$ cat config.mk
export PLATFORM = sky130hd
export DESIGN_NAME = pb_fb_arbiter_rr
export DESIGN_NICKNAME = d
export VERILOG_FILES = /design/src/rtl/pb_fb_arbiter_rr.sv
export SDC_FILE = /design/constraint.sdc
export NUM_CORES = 1
export LEC_CHECK = 0
export CELL_PAD_IN_SITES_DETAIL_PLACEMENT = 1
export CELL_PAD_IN_SITES_GLOBAL_PLACEMENT = 2
export CORE_AREA = 3 3 143 145
export DETAILED_ROUTE_END_ITERATION = 7
export DIE_AREA = 0 0 146 148
export HOLD_SLACK_MARGIN = 0.02
export PLACE_DENSITY = 0.95
export SYNTH_ARGS = -nofsm -noshare
export SYNTH_HDL_FRONTEND = slang
export SYNTH_SLANG_ARGS = --single-unit
$ cat constraint.sdc
create_clock -name clk -period 3.9 [get_ports clk]
set_clock_uncertainty 0.05 [all_clocks]
set_input_delay 0.585 -clock clk [delete_from_list [all_inputs] [get_ports clk]]
set_output_delay 0.585 -clock clk [all_outputs]
set_load 0.01 [all_outputs]
$ cat src/rtl/pb_fb_arbiter_rr.sv
// pb_fb_arbiter_rr: N-channel frontend-bus arbiter.
// Merges NCH master channels onto a single mbus toward the L2 cache.
// Arbitration is round-robin or fixed-priority, and only one transaction is outstanding at a time.
// The grant register is one-hot and changes only when the FSM enters CMD.
// A completed response can hand the bus straight to the next requester without an idle cycle.
module pb_fb_arbiter_rr #(
  parameter int NCH        = 3,
  parameter int AW         = 32,
  parameter int DW         = 32,
  parameter int FIXED_PRIO = 0
) (
  input  logic                  clk,
  input  logic                  rst,
  input  logic [NCH-1:0]        fb_s_AVALID,
  output logic [NCH-1:0]        fb_s_AREADY,
  input  logic [NCH*AW-1:0]     fb_s_AADDR,
  input  logic [NCH*DW-1:0]     fb_s_ADATA,
  input  logic [NCH*DW/8-1:0]   fb_s_AWMSK,
  input  logic [NCH*2-1:0]      fb_s_AEXC,
  output logic [NCH-1:0]        fb_s_BVALID,
  input  logic [NCH-1:0]        fb_s_BREADY,
  output logic [DW-1:0]         fb_s_BDATA,
  output logic [1:0]            fb_s_BEXC,
  output logic                  fb_mbus_AVALID,
  input  logic                  fb_mbus_AREADY,
  output logic [AW-1:0]         fb_mbus_AADDR,
  output logic [DW-1:0]         fb_mbus_ADATA,
  output logic [DW/8-1:0]       fb_mbus_AWMSK,
  output logic [1:0]            fb_mbus_AEXC,
  input  logic                  fb_mbus_BVALID,
  output logic                  fb_mbus_BREADY,
  input  logic [DW-1:0]         fb_mbus_BDATA,
  input  logic [1:0]            fb_mbus_BEXC,
  output logic [NCH-1:0]        fb_grant
);

  localparam int PW = (NCH > 1) ? $clog2(NCH) : 1;
  localparam int MW = DW / 8;

  typedef enum logic [1:0] {
    S_IDLE,
    S_CMD,
    S_RESP
  } state_t;

  state_t         state_q, state_d;
  logic [NCH-1:0] grant_q, grant_d;
  logic [PW-1:0]  ptr_q, ptr_d;

  logic [PW-1:0]  ptr_next;
  logic [PW-1:0]  scan_base;
  logic [NCH-1:0] win_oh;
  logic           win_found;
  logic           any_req;
  logic           b_ready_sel;
  logic           b_fire;

  // Pointer value after the current owner completes: one past the owner, wrapping at NCH-1.
  always_comb begin
    ptr_next = '0;
    for (int i = 0; i < NCH; i++) begin
      if (grant_q[i]) begin
        ptr_next = (i == NCH - 1) ? PW'(0) : PW'(i + 1);
      end
    end
  end

  // A re-arbitration on the completing edge must already use the advanced pointer, otherwise the finishing channel would win again.
  assign scan_base = (state_q == S_RESP) ? ptr_next : ptr_q;
  assign any_req   = |fb_s_AVALID;

  // Winner selection: either the lowest asserted index, or the first asserted index scanning upward from the pointer with wrap.
  always_comb begin
    win_oh    = '0;
    win_found = 1'b0;
    if (FIXED_PRIO != 0) begin
      for (int i = 0; i < NCH; i++) begin
        if (!win_found && fb_s_AVALID[i]) begin
          win_oh[i] = 1'b1;
          win_found = 1'b1;
        end
      end
    end else begin
      for (int k = 0; k < NCH; k++) begin
        for (int i = 0; i < NCH; i++) begin
          if (!win_found && fb_s_AVALID[i] &&
              (((int'(scan_base) + k) % NCH) == i)) begin
            win_oh[i] = 1'b1;
            win_found = 1'b1;
          end
        end
      end
    end
  end

  // The owner's BREADY is the only one that may complete a response.
  assign b_ready_sel = |(grant_q & fb_s_BREADY);
  assign b_fire      = (state_q == S_RESP) && fb_mbus_BVALID && b_ready_sel;

  // Next-state logic: the grant is loaded only when entering CMD, and the pointer moves only on completed transactions.
  always_comb begin
    state_d = state_q;
    grant_d = grant_q;
    ptr_d   = ptr_q;
    case (state_q)
      S_IDLE: begin
        if (any_req) begin
          grant_d = win_oh;
          state_d = S_CMD;
        end
      end
      S_CMD: begin
        if (fb_mbus_AREADY) begin
          state_d = S_RESP;
        end
      end
      S_RESP: begin
        if (b_fire) begin
          ptr_d = ptr_next;
          if (any_req) begin
            grant_d = win_oh;
            state_d = S_CMD;
          end else begin
            grant_d = '0;
            state_d = S_IDLE;
          end
        end
      end
      default: begin
        state_d = S_IDLE;
        grant_d = '0;
      end
    endcase
  end

  // State, grant and pointer registers; reset drops any in-flight transaction.
  always_ff @(posedge clk or posedge rst) begin
    if (rst) begin
      state_q <= S_IDLE;
      grant_q <= '0;
      ptr_q   <= '0;
    end else begin
      state_q <= state_d;
      grant_q <= grant_d;
      ptr_q   <= ptr_d;
    end
  end

  // Command payload is an AND-OR mux on the one-hot grant, so it is zero whenever nobody owns the bus.
  always_comb begin
    fb_mbus_AADDR = '0;
    fb_mbus_ADATA = '0;
    fb_mbus_AWMSK = '0;
    fb_mbus_AEXC  = '0;
    for (int i = 0; i < NCH; i++) begin
      fb_mbus_AADDR = fb_mbus_AADDR | (fb_s_AADDR[i*AW +: AW] & {AW{grant_q[i]}});
      fb_mbus_ADATA = fb_mbus_ADATA | (fb_s_ADATA[i*DW +: DW] & {DW{grant_q[i]}});
      fb_mbus_AWMSK = fb_mbus_AWMSK | (fb_s_AWMSK[i*MW +: MW] & {MW{grant_q[i]}});
      fb_mbus_AEXC  = fb_mbus_AEXC  | (fb_s_AEXC[i*2 +: 2]    & {2{grant_q[i]}});
    end
  end

  // Handshake steering: only the owner sees ready or valid, and only in the matching phase.
  always_comb begin
    fb_mbus_AVALID = (state_q == S_CMD);
    fb_s_AREADY    = '0;
    fb_s_BVALID    = '0;
    fb_mbus_BREADY = 1'b0;
    fb_s_BDATA     = '0;
    fb_s_BEXC      = '0;
    if (state_q == S_CMD) begin
      fb_s_AREADY = grant_q & {NCH{fb_mbus_AREADY}};
    end
    if (state_q == S_RESP) begin
      fb_s_BVALID    = grant_q & {NCH{fb_mbus_BVALID}};
      fb_mbus_BREADY = b_ready_sel;
      fb_s_BDATA     = fb_mbus_BDATA;
      fb_s_BEXC      = fb_mbus_BEXC;
    end
  end

  assign fb_grant = grant_q;

endmodule
# == After elaboration in Yosys (flattened, before gate mapping) ==
# Cells that the tools add are included.
# Widths: inputs -> output; s select.
# op_classes
add_sub_neg,2
n_div,3
n_eq_ne,11
mux,34
bitwise_logic,24
n_reduce_logical,36
# ops
op,count
$and 32x32->32,6
$or 32x32->32,4
$eq 32x2->1 const B,3
$eq 32x3->1 const B,3
$logic_not 32->1,3
$mod 32x3->32 const B,2
$mod 3x3->32 const B,1
$mux 32,1
$logic_and 1x1->1,19
$mux 1,19
$mux 3,5
$mux 2,7
$and 4x4->4,3
$and 3x3->3,3
$pmux 3 s3,1
$logic_not 1->1,8
$or 4x4->4,2
$and 2x2->2,3
$pmux 2 s3,1
$reduce_and 3->1,2
$reduce_or 3->1,2
$ne 2x2->1 const B,2
$or 2x2->2,2
$add 2x1->3 const B,1
other kinds (7),7
# word_totals
reg_bits,7
out_inout_bits,115
elab_cells,113

# == Longest topological paths before layout ==
# depth
depth_word,43
ltp_mapped,10

# == Worst setup path before layout ==
# No wires, ideal clock.
# synth_timing
kind,register -> register
start,"register grant_q[1], in the netlist fb_grant[1]"
end,"register grant_q[2], in the netlist fb_grant[2]"
t_arrival_ps,1974
required_time_ps,3746
path_slack_ps,1773
stages_incl_launch_ff,10
synth_period_minus_slack_ps,2127
cell_sequence,dfrtp_1 clkbuf_1 inv_1 nand3_1 o21ai_0 ha_1 and2_1 a2111oi_0 o21ai_0 o311ai_1
# synth_between
elab_chain_cells,42
elab_cells_between_ends,62
# synth_rtl
item,line,text
"start, declared",47,"logic [NCH-1:0] grant_q, grant_d;"
"start signal, assigned",144,grant_q <= grant_d;
branches (longest 42 deep; another with $mod 32x3->32),n/a,
# Parallel ways; which one is timed is not known. The select of a mux whose other input is x is not followed.
# A chain may end at the register's enable or synchronous reset.

# == Final worst setup path ==
# layout_timing
start,"register grant_q[0], in the netlist fb_grant[0]"
end,output port fb_mbus_AADDR[24]
# layout_between
elab_chain_cells,3
# layout_rtl
item,line,text
$and 32x32->32,156,fb_mbus_AADDR = fb_mbus_AADDR | (fb_s_AADDR[i*AW +: AW] & {AW{grant_q[i]}});
$or 32x32->32 (2 in series),156,
"end, declared",26,"output logic [AW-1:0] fb_mbus_AADDR,"
# No other way between the ends.

==> metrics.txt <==
clock root buffer master=sky130_fd_sc_hd__clkbuf_16; slack of the worst reg-to-reg path=1.19 ns; per-cell via count in the routed design=approximately 4.2; maximum fanout encountered on the critical timing path=50; biggest area contributors in the synthesized netlist=sky130_fd_sc_hd__a222oi_1, sky130_fd_sc_hd__inv_1, sky130_fd_sc_hd__and2_1; GR Util All Layers=13.06%; Switching Fraction=43.50%; final hold vios=0; most frequent cell after synthesis=sky130_fd_sc_hd__inv_1; largest area contributor in the netlist=sky130_fd_sc_hd__a222oi_1; antenna violation net count after detailed routing=0; Sum Neg Setup Slack=0 ns; worst-case setup margin in the final layout=roughly 0.77 ns; number of vias after detailed routing=between 3000 and 4000; routability cong.=around 0.75; final cell count without fillers=between 800 and 900; total of warnings raised by yosys=0; min-delay src=ptr_q[1]; Tcrit/Tclk final=about four fifths; fraction of registers with async set/reset=100.0%; netlist area before placement=about 1800 um2; postcts setup bufs=0; sw power=between 1 and 1.5 mW; initial standard-cell utilization of the core=a little under a tenth; num rows=51; Core Util, Final=roughly 30%; IR drop worst, VDD=roughly 210 uV; endpoint required time on the critical path=~3.3 ns; max-cap violations=0; DPL Wire Length=13170 um; Slew @ Worst Pin=about 0.95 ns; run status=complete, no violations; Hold Path Class=reg2reg; delay of the slowest cell on the worst path=roughly 0.97 ns; routed length per placed instance=17.76 um; worst hold slack=about 0.45 ns; final instance area=around 5800 um2; ordered list of cells on the worst path=buf_4 > a222oi_1 > inv_1 > clkdlybuf4s50_1; worst relative slew slack=36.47%; n_diodes=0; capture endpoint of the worst hold path=ptr_q[1]; number of global-route vias before repair=just under 4000; max-slew violation total from the final report=0; kind of start point of the critical path=flop; cell depth of the worst flop-to-flop path=7; Yosys top cell area share=39.47%; endpoint kind of the worst setup timing path=output port; count of final setup violators=0; clock slew at the register clock pins of the worst setup and hold paths=0.04 ns; portion of total power attributed to combinational logic=84.7%; remaining global-route overflow=0; Placement Cell Area=around 5800 um2; share of cells above drive strength 1=between 1.5 and 2%; first-pass detailed-route iteration total=6; Final Power=just over 3 mW; number of gates resized after CTS=0; layout net count=roughly 870; number of unique standard cell types used by synthesis=28; clock period minus final worst setup slack=3.131 ns; area of the die=around 22000 um2; global-route wire length before repair=between 20000 and 25000 um; data arrival time of the critical path=2.50 ns; Max Clock Freq=around 320 MHz; IO buf count=between 300 and 400; average footprint of a synthesized cell=around 6.7 um2; hold depth=1; critical path class=reg2out; EDFF count, synth=0; sequential group share of total power=just under 10%; Leak Pwr=between 2 and 2.5 nW; slowest cell on the critical path=sky130_fd_sc_hd__dfrtp_2; cts hold-fix bufs=0; chip height=148 um; largest net degree at the start of global routing=51; cell count after synthesis=between 200 and 300; CTS tree=done; R2R Path End=fb_grant[2]; buffers from clock root to sink, at most=2; WL final=between 15000 and 20000 um; Floorplan Core Area=19330 um2; number of buffers created by CTS=3; cell area power density=between 500 and 600 nW/um2; setup repair after global routing missed its margin=no; die extent in x=146 um; initial antenna violation count=0; latest clock arrival within the worst-skew pair=~0.23 ns; clock share of power=under 10%; Cells after DPL=about 880; drc violations=0; CTS sink cnt=7; top flip-flop cell by instance count after synthesis=sky130_fd_sc_hd__dfrtp_1; layout overhead on the synthesized area=223.8%; Internal=roughly 1.8 mW; launching point of the worst reg2reg path=fb_grant[0]; post-synthesis register bit count=7; CTS H-tree depth=1; most used standard cells in the synthesized netlist=sky130_fd_sc_hd__inv_1, sky130_fd_sc_hd__a222oi_1, sky130_fd_sc_hd__and2_1; I/O pins=about 370; share of the yosys chip area belonging to registers=9.729%; pre-CTS setup slack=approximately 0.99 ns; Syn Nets=between 500 and 600; number of DRC violations after detailed-routing iteration 0=402
sequential cells by signal, indices dropped and copies added, names as in the netlist:
register / flops
fb_grant: 3
ptr_q: 2
state_q: 2
final cells by class:
| class | instances | area (um2) |
|---|---|---|
| fill | 2311 | 13510 |
| timing repair buffer | 373 | 3721 |
| multi-input combinational | 153 | 1219 |
| tap | 265 | 331.6 |
| inverter | 80 | 300.3 |
| sequential | 7 | 178.9 |
| clock buffer | 4 | 78.83 |
layer usage:
layer,vias up,share of wire (%),GRT usage (%)
met5,-,0,0
met4,0,1.1,2.399
met3,8,8.8,3.280
met2,222,51,24.15
met1,1751,39,15.42
li1,1721,-,-
kinds of logic (layout without fill, tap and decap cells):
kind of cell / count (synthesis) / after routing / synth area share [%]
buffers and inverters: 108 / 457 / 22.59
and+or+nand+nor: 63 / 63 / 19.67
adders and majority gates: 2 / 2 / 1.390
AOI/OAI and AO/OA: 86 / 86 / 45.45
DFF: 7 / 7 / 9.729
muxes: 2 / 2 / 1.181
how the worst max path moves through the flow:
stage | start | depth (start not counted) | end
after floorplan | fb_grant[1] | 9 | fb_grant[2]
after global placement | fb_grant[0] | 4 | fb_mbus_BREADY
after detailed placement | fb_grant[0] | 4 | fb_mbus_AADDR[24]
after CTS | fb_grant[2] | 4 | fb_mbus_AADDR[29]
after global routing | fb_grant[0] | 4 | fb_mbus_ADATA[2]
final | fb_grant[0] | 4 | fb_mbus_AADDR[24]
power by group through the flow:
stage / Combinational (mW) / Sequential (mW) / Clock [mW]
finish: 2.63 / 0.302 / 0.172
global route: 2.83 / 0.324 / 0.182
CTS: 2.66 / 0.312 / 0.178
detailed placement: 2.65 / 0.312 / 0
global placement: 2.61 / 0.308 / 0
floorplan: 1.25 / 0.138 / 0
worst max-delay path: cells and delay by family, from the launching register on:
kind                   cells  cell delay, ns
AOI/OAI and AO/OA          1            0.19
buffers and inverters      3            1.06
DFF                        1            0.97
cell usage in the layout, fill, tap and decap left out, types with 3 or more instances in the layout:
cell | synthesis | routed
sky130_fd_sc_hd__clkdlybuf4s50_1 | 0 | 368
sky130_fd_sc_hd__inv_1 | 80 | 80
sky130_fd_sc_hd__a222oi_1 | 71 | 71
sky130_fd_sc_hd__and2_1 | 36 | 36
sky130_fd_sc_hd__nor2_1 | 9 | 9
sky130_fd_sc_hd__nand2_1 | 5 | 5
sky130_fd_sc_hd__buf_4 | 0 | 5
sky130_fd_sc_hd__dfrtp_1 | 7 | 4
sky130_fd_sc_hd__nor3_1 | 3 | 3
sky130_fd_sc_hd__nand2b_1 | 3 | 3
sky130_fd_sc_hd__o311ai_1 | 3 | 3
sky130_fd_sc_hd__o21ai_0 | 3 | 3
sky130_fd_sc_hd__and3_1 | 3 | 3
sky130_fd_sc_hd__clkbuf_16 | 0 | 3
sky130_fd_sc_hd__dfrtp_2 | 0 | 3
Power figures use the tool's default switching activity.
